--- src/rtl/seq_detect_pkg.sv ---
// Shared types and defaults for the serial pattern detector.
package seq_detect_pkg;
   localparam int MAXLEN_DEF = 8;
   localparam int CNT_W_DEF  = 8;

   typedef enum logic [1:0] {
      IDLE  = 2'd0,
      ARMED = 2'd1,
      RUN   = 2'd2
   } state_t;
endpackage

--- src/rtl/seq_shift_cmp.sv ---
// History shift register, fill counter and length-masked pattern compare.
module seq_shift_cmp
   import seq_detect_pkg::*;
#(
   parameter int MAXLEN = MAXLEN_DEF
) (
   input  logic              clk,
   input  logic              rst,
   input  logic              clr,
   input  logic              shift,
   input  logic              din,
   input  logic [MAXLEN-1:0] pattern,
   input  logic [3:0]        len,
   input  logic              overlap,
   output logic              hit
);
   logic [MAXLEN-1:0] hist;
   logic [MAXLEN-1:0] hist_n;
   logic [MAXLEN-1:0] mask;
   logic [3:0]        fill;
   logic [3:0]        fill_n;

   // hit is judged on the history as it will look after this shift
   always_comb begin
      hist_n = {hist[MAXLEN-2:0], din};
      fill_n = (fill >= len) ? len : fill + 4'd1;
      for (int i = 0; i < MAXLEN; i++)
         mask[i] = (i < int'(len));
      hit = shift && (fill_n == len) &&
            (((hist_n ^ pattern) & mask) == '0);
   end

   always_ff @(posedge clk) begin
      if (rst || clr) begin
         hist <= '0;
         fill <= '0;
      end else if (shift) begin
         hist <= hist_n;
         fill <= (hit && !overlap) ? 4'd0 : fill_n;
      end
   end
endmodule

--- src/rtl/seq_detect_ctrl.sv ---
// Configurable serial pattern detector: FSM, config registers, match counter.
module seq_detect_ctrl
   import seq_detect_pkg::*;
#(
   parameter int MAXLEN = MAXLEN_DEF,
   parameter int CNT_W  = CNT_W_DEF
) (
   input  logic              clk,
   input  logic              rst,
   input  logic              cfg_valid,
   output logic              cfg_ready,
   input  logic [MAXLEN-1:0] cfg_pattern,
   input  logic [3:0]        cfg_len,
   input  logic              cfg_overlap,
   input  logic              start,
   input  logic              stop,
   input  logic              din_valid,
   input  logic              din,
   output logic              match,
   output logic [CNT_W-1:0]  match_cnt,
   output logic              busy,
   output logic              cfg_err
);
   state_t            state, state_n;
   logic [MAXLEN-1:0] pat_q;
   logic [3:0]        len_q;
   logic              ovl_q;
   logic              cfg_fire;
   logic              len_ok;
   logic              go;
   logic              shift;
   logic              hit;

   assign cfg_ready = (state != RUN);
   assign busy      = (state == RUN);
   assign cfg_fire  = cfg_valid && cfg_ready;
   assign len_ok    = (cfg_len != 4'd0) && (int'(cfg_len) <= MAXLEN);
   assign go        = (state == ARMED) && start && !stop;
   assign shift     = (state == RUN) && din_valid;

   always_comb begin
      state_n = state;
      unique case (state)
         IDLE:    if (cfg_fire && len_ok) state_n = ARMED;
         ARMED:   if (go)                 state_n = RUN;
         RUN:     if (stop)               state_n = ARMED;
         default:                         state_n = IDLE;
      endcase
   end

   always_ff @(posedge clk) begin
      if (rst) begin
         state     <= IDLE;
         pat_q     <= '0;
         len_q     <= '0;
         ovl_q     <= 1'b0;
         match     <= 1'b0;
         match_cnt <= '0;
         cfg_err   <= 1'b0;
      end else begin
         state   <= state_n;
         match   <= hit;
         cfg_err <= cfg_fire && !len_ok;
         if (cfg_fire && len_ok) begin
            pat_q <= cfg_pattern;
            len_q <= cfg_len;
            ovl_q <= cfg_overlap;
         end
         if (go)
            match_cnt <= '0;
         else if (hit && (match_cnt != '1))
            match_cnt <= match_cnt + 1'b1;
      end
   end

   seq_shift_cmp #(.MAXLEN(MAXLEN)) u_shift_cmp (
      .clk     (clk),
      .rst     (rst),
      .clr     (go),
      .shift   (shift),
      .din     (din),
      .pattern (pat_q),
      .len     (len_q),
      .overlap (ovl_q),
      .hit     (hit)
   );
endmodule

--- config.mk ---
export PLATFORM = sky130hd
export DESIGN_NAME = seq_detect_ctrl
export DESIGN_NICKNAME = d
export VERILOG_FILES = /design/src/rtl/seq_detect_pkg.sv /design/src/rtl/seq_shift_cmp.sv /design/src/rtl/seq_detect_ctrl.sv
export SDC_FILE = /design/constraint.sdc
export NUM_CORES = 1
export LEC_CHECK = 0
export BUFFER_PORTS_ARGS = -buffer_cell sky130_fd_sc_hd__buf_2
export CAP_MARGIN = 40
export CORE_MARGIN = 2
export CORE_UTILIZATION = 50
export CTS_CLUSTER_SIZE = 12
export DETAILED_ROUTE_END_ITERATION = 10
export PLACE_DENSITY = 0.75
export SLEW_MARGIN = 40
export SYNTH_ARGS = -nofsm -noshare
export SYNTH_HDL_FRONTEND = slang
export SYNTH_SLANG_ARGS = --single-unit
--- constraint.sdc ---
create_clock -name clk -period 2.4 [get_ports clk]
set_input_delay 0.24 -clock clk [delete_from_list [all_inputs] [get_ports clk]]
set_output_delay 0.24 -clock clk [all_outputs]
set_load 0.02 [all_outputs]
* Word level (Yosys, flattened, before mapping)
Cells that the tools add are included.
Widths: inputs -> output; s select.
** Cells by class
- $add $sub $neg :: 2
- Order comparisons :: 10
- Eq/ne operators :: 8
- Muxes and demuxes :: 6
- Bitwise logic cells :: 2
- Reduce and logical (&&, ||, !) cells :: 20
** Operators with widths (count)
- $lt 3x4->1 const A :: 4
- $logic_and 1x1->1 :: 11
- $add 8x1->8 const B :: 1
- $and 8x8->8 :: 1
- $logic_not 8->1 :: 1
- $lt 1x4->1 const A :: 2
- $lt 2x4->1 const A :: 2
- $mux 4 :: 2
- $ne 8x8->1 const B :: 1
- $xor 8x8->8 :: 1
- $mux 2 :: 3
- $ne 2x2->1 const B :: 3
- $pmux 2 s3 :: 1
- $add 4x1->4 const B :: 1
- $eq 4x4->1 :: 1
- $ge 4x4->1 :: 1
- $le 4x4->1 const B :: 1
- $reduce_bool 4->1 :: 1
- $logic_not 1->1 :: 3
- $reduce_and 3->1 :: 1
- $eq 2x1->1 const B :: 1
- $eq 2x2->1 const B :: 1
- $logic_not 2->1 :: 1
- $ne 2x1->1 const B :: 1
- other kinds (2) :: 2
** Word-level totals
- Bits in registers :: 36
- Output and inout bits :: 12

* Depth between registers and ports, before layout
Gate-level depths: netlist of the first run.
- Depth in word-level cells :: 7
- Gate-level depth with buffers :: 10
- Gate-level depth less buffers :: 8

* Hierarchy
A second synthesis of the first run with hierarchy kept.
** Unflattened totals
- Cell total of the unflattened synthesis :: 231
- Area, all modules :: 2033.2 µm²
** By module, submodules not included
- seq_detect_ctrl :: instances 1, cells an instance 130, area an instance 1164.9 µm², seq. area each 500.5 µm²
- seq_shift_cmp :: instances 1, cells an instance 101, area an instance 868.3 µm², seq. area each 220.2 µm²

* Least setup slack after synthesis of the first run
OpenSTA, ideal clock, no wires.
- Path type :: register -> register
- Start :: reg len_q[2]
- End :: reg match_cnt[0]
- Data arrival time :: 2081 ps
- Path slack :: 188 ps
- Cell stages (with the launch flop) :: 10
- Cell sequence :: dfxtp_1 -> inv_1 -> ha_1 -> a21o_1 -> a21oi_1 -> nand2_1 -> o21ai_1 -> buf_2 -> nor3_1 -> mux2i_1
** On the way
- Word-level cells in the longest chain between the ends :: 6
** RTL lines
- from (decl) :: line seq_detect_ctrl.sv:26 : logic [3:0] len_q;
- from (signal assigned) :: line seq_detect_ctrl.sv:66 : len_q <= cfg_len;
- $ge 4x4->1 :: line seq_shift_cmp.sv:26 : fill_n = (fill >= len) ? len : fill + 4'd1;
- $mux 4 :: line seq_shift_cmp.sv:26
- $eq 4x4->1 :: line seq_shift_cmp.sv:29 : hit = shift && (fill_n == len) &&
- $logic_and 1x1->1 :: line seq_shift_cmp.sv:29
- $logic_and 1x1->1 (*) :: line seq_shift_cmp.sv:29
- $logic_and 1x1->1 (*) :: line seq_detect_ctrl.sv:71 : else if (hit && (match_cnt != '1))
- to (signal assigned) :: line seq_detect_ctrl.sv:72 : match_cnt <= match_cnt + 1'b1;
- to (decl) :: line seq_detect_ctrl.sv:20 : output logic [CNT_W-1:0] match_cnt,
Mark *: on every way between the ends. The rest lies on a longest branch, timed or not.
A chain may end at the register's enable or synchronous reset.

* Worst setup path after layout of the first run
- Start :: reg u_shift_cmp.fill[0]
- End :: reg match_cnt[6]
** On the way
- Word-level cells in the longest chain between the ends :: 6
** RTL lines
- from (decl) :: line seq_shift_cmp.sv:20 : logic [3:0] fill;
- from (signal assigned) :: line seq_shift_cmp.sv:39 : fill <= (hit && !overlap) ? 4'd0 : fill_n;
- $add 4x1->4 or $ge 4x4->1 (tied branches) :: line seq_shift_cmp.sv:26
- $mux 4 (*) :: line seq_shift_cmp.sv:26
- $eq 4x4->1 (*) :: line seq_shift_cmp.sv:29
- $logic_and 1x1->1 (*) (2 in a row) :: line seq_shift_cmp.sv:29
- $logic_and 1x1->1 (*) :: line seq_detect_ctrl.sv:71
Marks and branches as above.

==> flow_metrics.tcl, run 1 <==
set metrics [dict create \
    postSynth.asyncResetShare_pct 0 \
    synth_top_cell_by_area "dfxtp_1" \
    cp_max_fo 7 \
    dp_hpwl_mm 3.09 \
    outcome "completed" \
    drive_gt1_share_pct 21.4 \
    stdcell_area_sq_mm 0.00223 \
    grt_max_degree 21 \
    cts_max_level 2 \
    portBuffers 31 \
    synth_top_area_share_pct 38.0 \
    tightest_slew_ps 467 \
    fin_worst_skew_ps 9.49 \
    post_cts_buffers 0 \
    drt-pass1-iter-count 4 \
    cts-resized-gates 0 \
    syn_to_final_growth_pct 17.8 \
    syn-instance-count 225 \
    critPathRequiredTime_ps 2610 \
    drc 0 \
    ys.flop_type "dfxtp_1" \
    vias_per_cell 5.50 \
    setup_viol 0 \
    slew_viol_final 0 \
    overflow 0 \
    clock_latency_ps 300 \
    p_leak_nw 0.913 \
    end_kind "flop" \
    cts_inserted_buffers 5 \
    slew_headroom_pct 68.8 \
    antenna_found_initial 0 \
    max_freq_ghz 0.432 \
    ys_seq_elements 36 \
    dpl_cell_area_sq_mm 0.00212 \
    min-delay-start "stop" \
    period_needed_ps 2310 \
    wirelength_mm 4.12 \
    grt_pass1_vias 1600 \
    synth_edf_count 0 \
    synth_area_per_cell_sq_um 8.42 \
    syn-cell-area_sq_mm 0.00189 \
    min_period_over_period_pct 96.4 \
    core_sq_mm 0.00366 \
    hold_path_depth 2 \
    clockBufferDepth 2 \
    crit-reg2reg-launch "u_shift_cmp.fill[0]" \
    die_h_um 65.6 \
    fin_ws_ps 86.2 \
    stdcell_count 310 \
    vias 1706 \
    regArea_sq_um 721 \
    cts.sinks 36 \
    antenna_cells 0 \
    yosysMostFrequentCell "dfxtp_1" \
    power.density_mw_per_mm2 541 \
    first_iter_violations 106 \
    die_w_um 65.6 \
    hp-class "input pin to flop" \
    final_core_util_pct 61.0 \
    crit_path_end "match_cnt[6]" \
    critPathKind "flop to flop" \
    dpl.cell_count 302 \
    rrSetupSlack_ps 90 \
    synth_nets 251 \
    ff2ff_path_depth 7 \
    cts_hold_buf 0 \
    synthTopCellsByArea "dfxtp_1 (38%), mux2i_1 (7.4%), a21oi_1 (4.8%), nand2_1 (4.8%), xnor2_1 (4.6%)" \
    wl_per_cell_um 13.3 \
    ant_nets 0 \
    ys_seq_area_share_pct 38.0 \
    clockRootBuffer "clkbuf_8" \
    max_cap_violations 0 \
    ys_types 41 \
    multi_input_area_sq_mm 0.00110 \
    place.gp.congestion 0.920 \
    crit_arrival_ps 2520 \
    cts_tree "yes" \
    clk_pin_slew_ps 70 \
    ir_worst_vdd_mv 0.465 \
    critPathLaunchType "flop" \
    yosys-top-cells-count "dfxtp_1 (36), nand2_1 (24), nor2_1 (22), a21oi_1 (18), mux2i_1 (14)" \
    r2r-end "match_cnt[6]" \
    startpoint "u_shift_cmp.fill[0]" \
    grtUsageTotal_pct 21.4 \
    layout.nets 287 \
    num_io_pins 32 \
    grt_first_pass_wirelength_mm 7.03 \
    preCtsSetupSlack_ps 70.0 \
    start_util_pct 51.7 \
    dieArea_sq_mm 0.00430 \
    n_fill_cell 331 \
    holdWs_ps 147 \
    yosys_warnings 0 \
    num_rows 22 \
    finalHoldViolations 0 \
]
-- logic make-up after synthesis --
| kind of cell | share of synthesized area, % |
|---|---|
| AO/OA/AOI/OAI | 18.0 |
| flip-flops | 38.0 |
| AND/OR/NAND/NOR | 21.5 |
| multiplexers | 7.40 |
| adder cells (fa/ha/maj) | 3.96 |
| XOR/XNOR | 6.47 |
| buffers and inverters | 4.62 |
-- worst min-delay path by stage --
stage	endpoint	slack, ps
after global routing	state[1]	140
final	state[1]	150
after detailed placement	state[1]	460
after floorplan	state[1]	320
after CTS	state[1]	140
after global placement	state[1]	450
-- worst max-delay path, stage by stage (launching register included) --
cell       delay [ps]
dfxtp_1           450
inv_1              90
ha_1              300
o2111ai_2         200
a41oi_4           300
nand2_4           110
or4_1             540
a211oi_1          230
-- layer usage --
| metal | vias up | track usage [%] | part of all wire, % |
|---|---|---|---|
| met5 | - | 0 | 0 |
| met4 | 0 | 7.03 | 1.8 |
| met3 | 7 | 5.65 | 4.9 |
| met2 | 39 | 35.3 | 48 |
| met1 | 788 | 27.0 | 46 |
| li1 | 872 | - | - |
-- per-stage QoR --
| stage | total power, mW | setup TNS, ps |
|---|---|---|
| detailed placement | 0.778 | 0 |
| floorplan | 0.732 | 0 |
| finish | 1.21 | 0 |
| global route | 1.26 | -46.4 |
| global placement | 0.774 | 0 |
| CTS | 1.22 | 0 |
-- placed cells by master, fill, tap and decap left out, types with 10 or more instances in the layout --
| cell type | netlist | layout |
|---|---|---|
| buf_2 | 4 | 31 |
| dfxtp_1 | 36 | 36 |
| xnor2_1 | 10 | 10 |
| o21ai_0 | 12 | 12 |
| nor2_1 | 22 | 22 |
| nand2_1 | 24 | 24 |
| a21oi_1 | 18 | 17 |
| mux2i_1 | 14 | 14 |
| nand3_1 | 11 | 11 |
-- sequential cells by signal (all words and copies together), names as in the netlist --
register / count
cfg_err: 1
len_q: 4
match: 1
match_cnt: 8
ovl_q: 1
pat_q: 8
state: 2
u_shift_cmp.fill: 4
u_shift_cmp.hist: 7
-- area by class of cell --
class | instances | share of cell area, %
inverters | 9 | 1.51
repair buffers | 40 | 9.98
well taps | 48 | 2.69
clock buffers | 8 | 4.04
multi-input cells | 169 | 49.5
flip-flops and latches | 36 | 32.3
-- power breakdown --
group	internal [mW]	switching [mW]
registers	0.613	0.0128
logic	0.0628	0.0784
clock network	0.234	0.206
total	0.910	0.297
Note: power is estimated with default switching activity, not from simulation.
==> run 2: changes to the inputs <==
--- a/config.mk
+++ b/config.mk
@@ -11,7 +11,7 @@
 export CORE_UTILIZATION = 50
 export CTS_CLUSTER_SIZE = 12
 export DETAILED_ROUTE_END_ITERATION = 10
-export PLACE_DENSITY = 0.75
+export PLACE_DENSITY = 0.82
 export SLEW_MARGIN = 40
 export SYNTH_ARGS = -nofsm -noshare
 export SYNTH_HDL_FRONTEND = slang
==> run 2 against run 1 <==
- non-clock buffer count is 1 higher
- critical path type unchanged
- hold slack worse by 0.62 ps
- global-route usage is 0.43 points higher
- largest power group unchanged
- design area up 0.28%
==> flow_metrics.tcl, run 2 (same netlist as run 1, synthesis figures left out) <==
set metrics [dict create \
    vias_per_cell 5.45 \
    period_needed_ps 2250 \
    antenna_found_initial 0 \
    switching_share_pct 25.0 \
    tightest_slew_ps 542 \
    clockRootBuffer "clkbuf_8" \
    r2r-end "match_cnt[6]" \
    pwr-share-clk_pct 36.3 \
    power_report.internal_total_uw 904 \
    final_cell_mix "dfxtp_1 (35), buf_2 (31), nand2_1 (24)" \
    final_core_util_pct 61.1 \
    n_fill_cell 320 \
    cts.sinks 36 \
    antenna_cells 0 \
    die_w_um 65.6 \
    end_kind "flop" \
    start_util_pct 51.7 \
    num_rows 22 \
    crit-reg2reg-launch "len_q[1]" \
    clk_pin_slew_ps 70 \
    num_io_pins 32 \
    reg_top3 "match_cnt (8), pat_q (8), u_shift_cmp.hist (7)" \
    power.density_mw_per_mm2 539 \
    ir_worst_vdd_mv 0.445 \
    slowest_stage "or4_1" \
    max_cap_violations 0 \
    min_period_over_period_pct 93.7 \
    power_switching_uw 301 \
    fin_worst_skew_ps 5.81 \
    clockBufferDepth 2 \
    finalHoldViolations 0 \
    drt-pass1-iter-count 7 \
    critPathLaunchType "flop" \
    rrSetupSlack_ps 150 \
    dp_hpwl_mm 2.99 \
    ff2ff_path_depth 7 \
    cts_inserted_buffers 5 \
    critPathKind "flop to flop" \
    first_iter_violations 87 \
    cts_max_level 2 \
    syn_to_final_growth_pct 18.2 \
    pwr-share-comb_pct 11.6 \
    ant_nets 0 \
    grt_pass1_vias 1576 \
    drive_gt1_share_pct 22.4 \
    cts_hold_buf 0 \
    dieArea_sq_mm 0.00430 \
    grt_max_degree 21 \
    outcome "completed" \
    wl_per_cell_um 13.1 \
    p_leak_nw 0.921 \
    p_total_mw 1.21 \
    cp_cell_sequence "inv_1 -> ha_1 -> o2111ai_2 -> a41oi_4 -> nand2_4 -> or4_1 -> a211oi_1" \
    hp-class "input pin to flop" \
    clock_latency_ps 290 \
    setup_viol 0 \
    crit_path_end "match_cnt[6]" \
    drc 0 \
    rsz0062_at_grt "false" \
    crit_arrival_ps 2460 \
    wirelength_mm 4.08 \
    grtUsageTotal_pct 21.8 \
    cp_max_fo 7 \
    slowest_delay_ps 530 \
    startpoint "len_q[1]" \
    grt_first_pass_wirelength_mm 7.10 \
    seq_power_share_pct 52.0 \
    core_sq_mm 0.00366 \
    cts_tree "yes" \
    place.gp.congestion 0.914 \
    tns_ps 0 \
    max_freq_ghz 0.445 \
    die_h_um 65.6 \
    slew_headroom_pct 63.5 \
    layout.nets 288 \
    portBuffers 31 \
    slew_viol_final 0 \
    critPathRequiredTime_ps 2610 \
    vias 1696 \
    final_common_cell "dfxtp_1" \
    overflow 0 \
]
run 2: through the flow:
step                hold WS, ps  area [sq um]  std cells  setup WS, ps
floorplan                   318          1890        225           188
finish                      146          2240        311           150
global placement            450          2120        301           167
detailed placement          453          2120        301          58.4
global route                159          2240        311          20.4
CTS                         143          2210        309          52.0
run 2: layout make-up:
class | instances | area, sq um | area share, %
clock buffers | 6 | 82.6 | 3.69
well taps | 48 | 60.1 | 2.68
multi-input cells | 169 | 1100 | 49.1
clock inverters | 2 | 10.0 | 0.447
inverters | 9 | 33.8 | 1.51
repair buffers | 41 | 230 | 10.3
flip-flops and latches | 36 | 722 | 32.3
run 2: worst max-delay path: cells and delay by family, from the launching register on:
| family | cells | cell delay [ps] |
|---|---|---|
| AOI/OAI and AO/OA | 3 | 740 |
| and+or+nand+nor | 2 | 640 |
| DFF | 1 | 390 |
| adders and majority gates | 1 | 300 |
| buffers and inverters | 1 | 100 |
run 2: power groups by stage:
stage               Clock [mW]  Sequential [mW]  Combinational, mW
global placement             0            0.640              0.132
detailed placement           0            0.641              0.136
floorplan                    0            0.637             0.0951
global route             0.480            0.629              0.154
finish                   0.438            0.627              0.140
CTS                      0.448            0.627              0.136
run 2: worst min-delay path by stage:
stage,start,to,slack (ps),cells after the start
after global placement,stop,state[1],450,2
after detailed placement,stop,state[1],450,2
after global routing,stop,state[1],160,2
final,stop,state[1],150,2
after CTS,stop,state[1],140,2
after floorplan,stop,state[1],320,1
run 2: what timing repair did:
action                                  CTS  global route
endpoints found under the setup margin    0            10
setup buffers                             0             2
resized for setup                         0             4
run 2: routing by layer:
metal	up-vias	global-route usage [%]	wire length (um)	part of all wire, %
li1	869	-	-	-
met1	774	27.9	1870	46
met2	44	33.8	1950	48
met3	9	6.16	182	4.5
met4	0	10.2	84	2.1
met5	-	0	0	0
==> run 3: changes to the inputs <==
--- a/config.mk
+++ b/config.mk
@@ -12,6 +12,7 @@
 export CTS_CLUSTER_SIZE = 12
 export DETAILED_ROUTE_END_ITERATION = 10
 export PLACE_DENSITY = 0.82
+export RECOVER_POWER = 50
 export SLEW_MARGIN = 40
 export SYNTH_ARGS = -nofsm -noshare
 export SYNTH_HDL_FRONTEND = slang
==> run 3 against run 2 <==
- sequential share of layout area grew 0.25 points
- combinational power is essentially flat
- register-to-register slack is essentially flat
- hold slack is essentially flat
- highest routed layer unchanged
==> flow_metrics.tcl, run 3 (same netlist as run 1, synthesis figures left out) <==
set metrics [dict create \
    place.gp.congestion 0.914 \
    ir_worst_vdd_mv 0.445 \
    regArea_sq_um 722 \
    dp_hpwl_mm 2.99 \
    critPathRequiredTime_ps 2610 \
    clock_latency_ps 290 \
    tightest_slew_ps 965 \
    max_cap_violations 0 \
    first_iter_violations 104 \
    die_h_um 65.6 \
    grt_pass1_vias 1576 \
    outcome "completed" \
    drt-pass1-iter-count 4 \
    drive_gt1_share_pct 17.9 \
    cts.sinks 36 \
    clockBufferDepth 2 \
    reg_top3 "match_cnt (8), pat_q (8), u_shift_cmp.hist (7)" \
    grtUsageTotal_pct 21.8 \
    crit_arrival_ps 2460 \
    tns_ps 0 \
    min_period_over_period_pct 94.0 \
    ant_nets 0 \
    slew_headroom_pct 35.7 \
    core_sq_mm 0.00366 \
    rsz0062_at_grt "false" \
    portBuffers 31 \
    wirelength_mm 4.10 \
    power.density_mw_per_mm2 543 \
    num_rows 22 \
    die_w_um 65.6 \
    critPathLaunchType "flop" \
    preCtsSetupSlack_ps 58.4 \
    cts_max_level 2 \
    final_common_cell "dfxtp_1" \
    n_fill_cell 322 \
    final_cell_mix "dfxtp_1 (35), nand2_1 (24), nor2_1 (22)" \
    fin_ws_ps 144 \
    end_kind "flop" \
    critPathKind "flop to flop" \
    grt_first_pass_wirelength_mm 7.10 \
    num_io_pins 32 \
    setup_viol 0 \
    p_leak_nw 0.873 \
    dieArea_sq_mm 0.00430 \
    vias_per_cell 5.35 \
    cp_max_fo 7 \
    cts_hold_buf 0 \
    finalHoldViolations 0 \
    start_util_pct 51.7 \
    syn_to_final_growth_pct 17.2 \
    clockRootBuffer "clkbuf_8" \
    fin_worst_skew_ps 4.33 \
    wl_per_cell_um 13.2 \
    antenna_cells 0 \
    cts_inserted_buffers 5 \
    hp-class "input pin to flop" \
    grt_max_degree 21 \
    layout.nets 288 \
    max_freq_ghz 0.443 \
    slew_viol_final 0 \
    cts_tree "yes" \
    clk_pin_slew_ps 70 \
    period_needed_ps 2260 \
    vias 1663 \
    drc 0 \
    antenna_found_initial 0 \
    multi_input_area_sq_mm 0.00110 \
    overflow 0 \
]
-- run 3: changes by cell type in the layout (fill, tap and decap cells not counted), sizes merged --
| cell | change |
|---|---|
| buf | -12 |
| clkbuf | +12 |
-- run 3: what timing repair did --
item,CTS,global route
setup endpoints to repair,0,10
buffers inserted,0,2
resized for setup,0,4
-- run 3: where the power goes --
| part | leakage (nW) | internal [mW] | switching [mW] |
|---|---|---|---|
| Sequential | 0.292 | 0.613 | 0.0137 |
| Clock | 0.0510 | 0.229 | 0.210 |
| Combinational | 0.529 | 0.0612 | 0.0787 |
-- run 3: area by class of cell --
class / instances / share of cell area, %
Clock buffer: 6 / 3.72
Inverter: 9 / 1.52
Clock inverter: 2 / 0.451
Sequential cell: 36 / 32.5
Multi-Input combinational cell: 169 / 49.5
Tap cell: 48 / 2.70
Timing Repair Buffer: 41 / 9.58
-- run 3: layer usage --
layer	vias up	share of wire, %	track usage (%)
met5	-	0	0
met1	752	46	27.9
li1	868	-	-
met4	0	2.2	10.2
met2	35	49	33.8
met3	8	3.3	6.16
-- run 3: worst paths after layout --
check                            from  slack (ps)             endpoint  cells past startpoint
hold / removal                   stop         150             state[1]                      2
setup / recovery             len_q[1]         140         match_cnt[6]                      7
setup reg to reg             len_q[1]         140         match_cnt[6]                      7
hold reg to reg   u_shift_cmp.hist[6]         470  u_shift_cmp.hist[6]                      2
-- run 3: critical path, stage by stage, from the launching register on --
cell	delay (ps)
dfxtp_1	390
inv_1	110
ha_1	300
o2111ai_2	200
a41oi_4	320
nand2_4	110
or4_1	530
a211oi_1	220
-- run 3: stage by stage --
step	instances	hold slack, ps	power (mW)	area, sq um	utilization, %
after floorplan	225	318	0.732	1890	-
after CTS	309	143	1.21	2210	60.3
after global placement	301	450	0.772	2120	57.8
after detailed placement	301	453	0.776	2120	57.8
final	311	147	1.21	2220	60.7
after global routing	311	159	1.26	2220	60.7
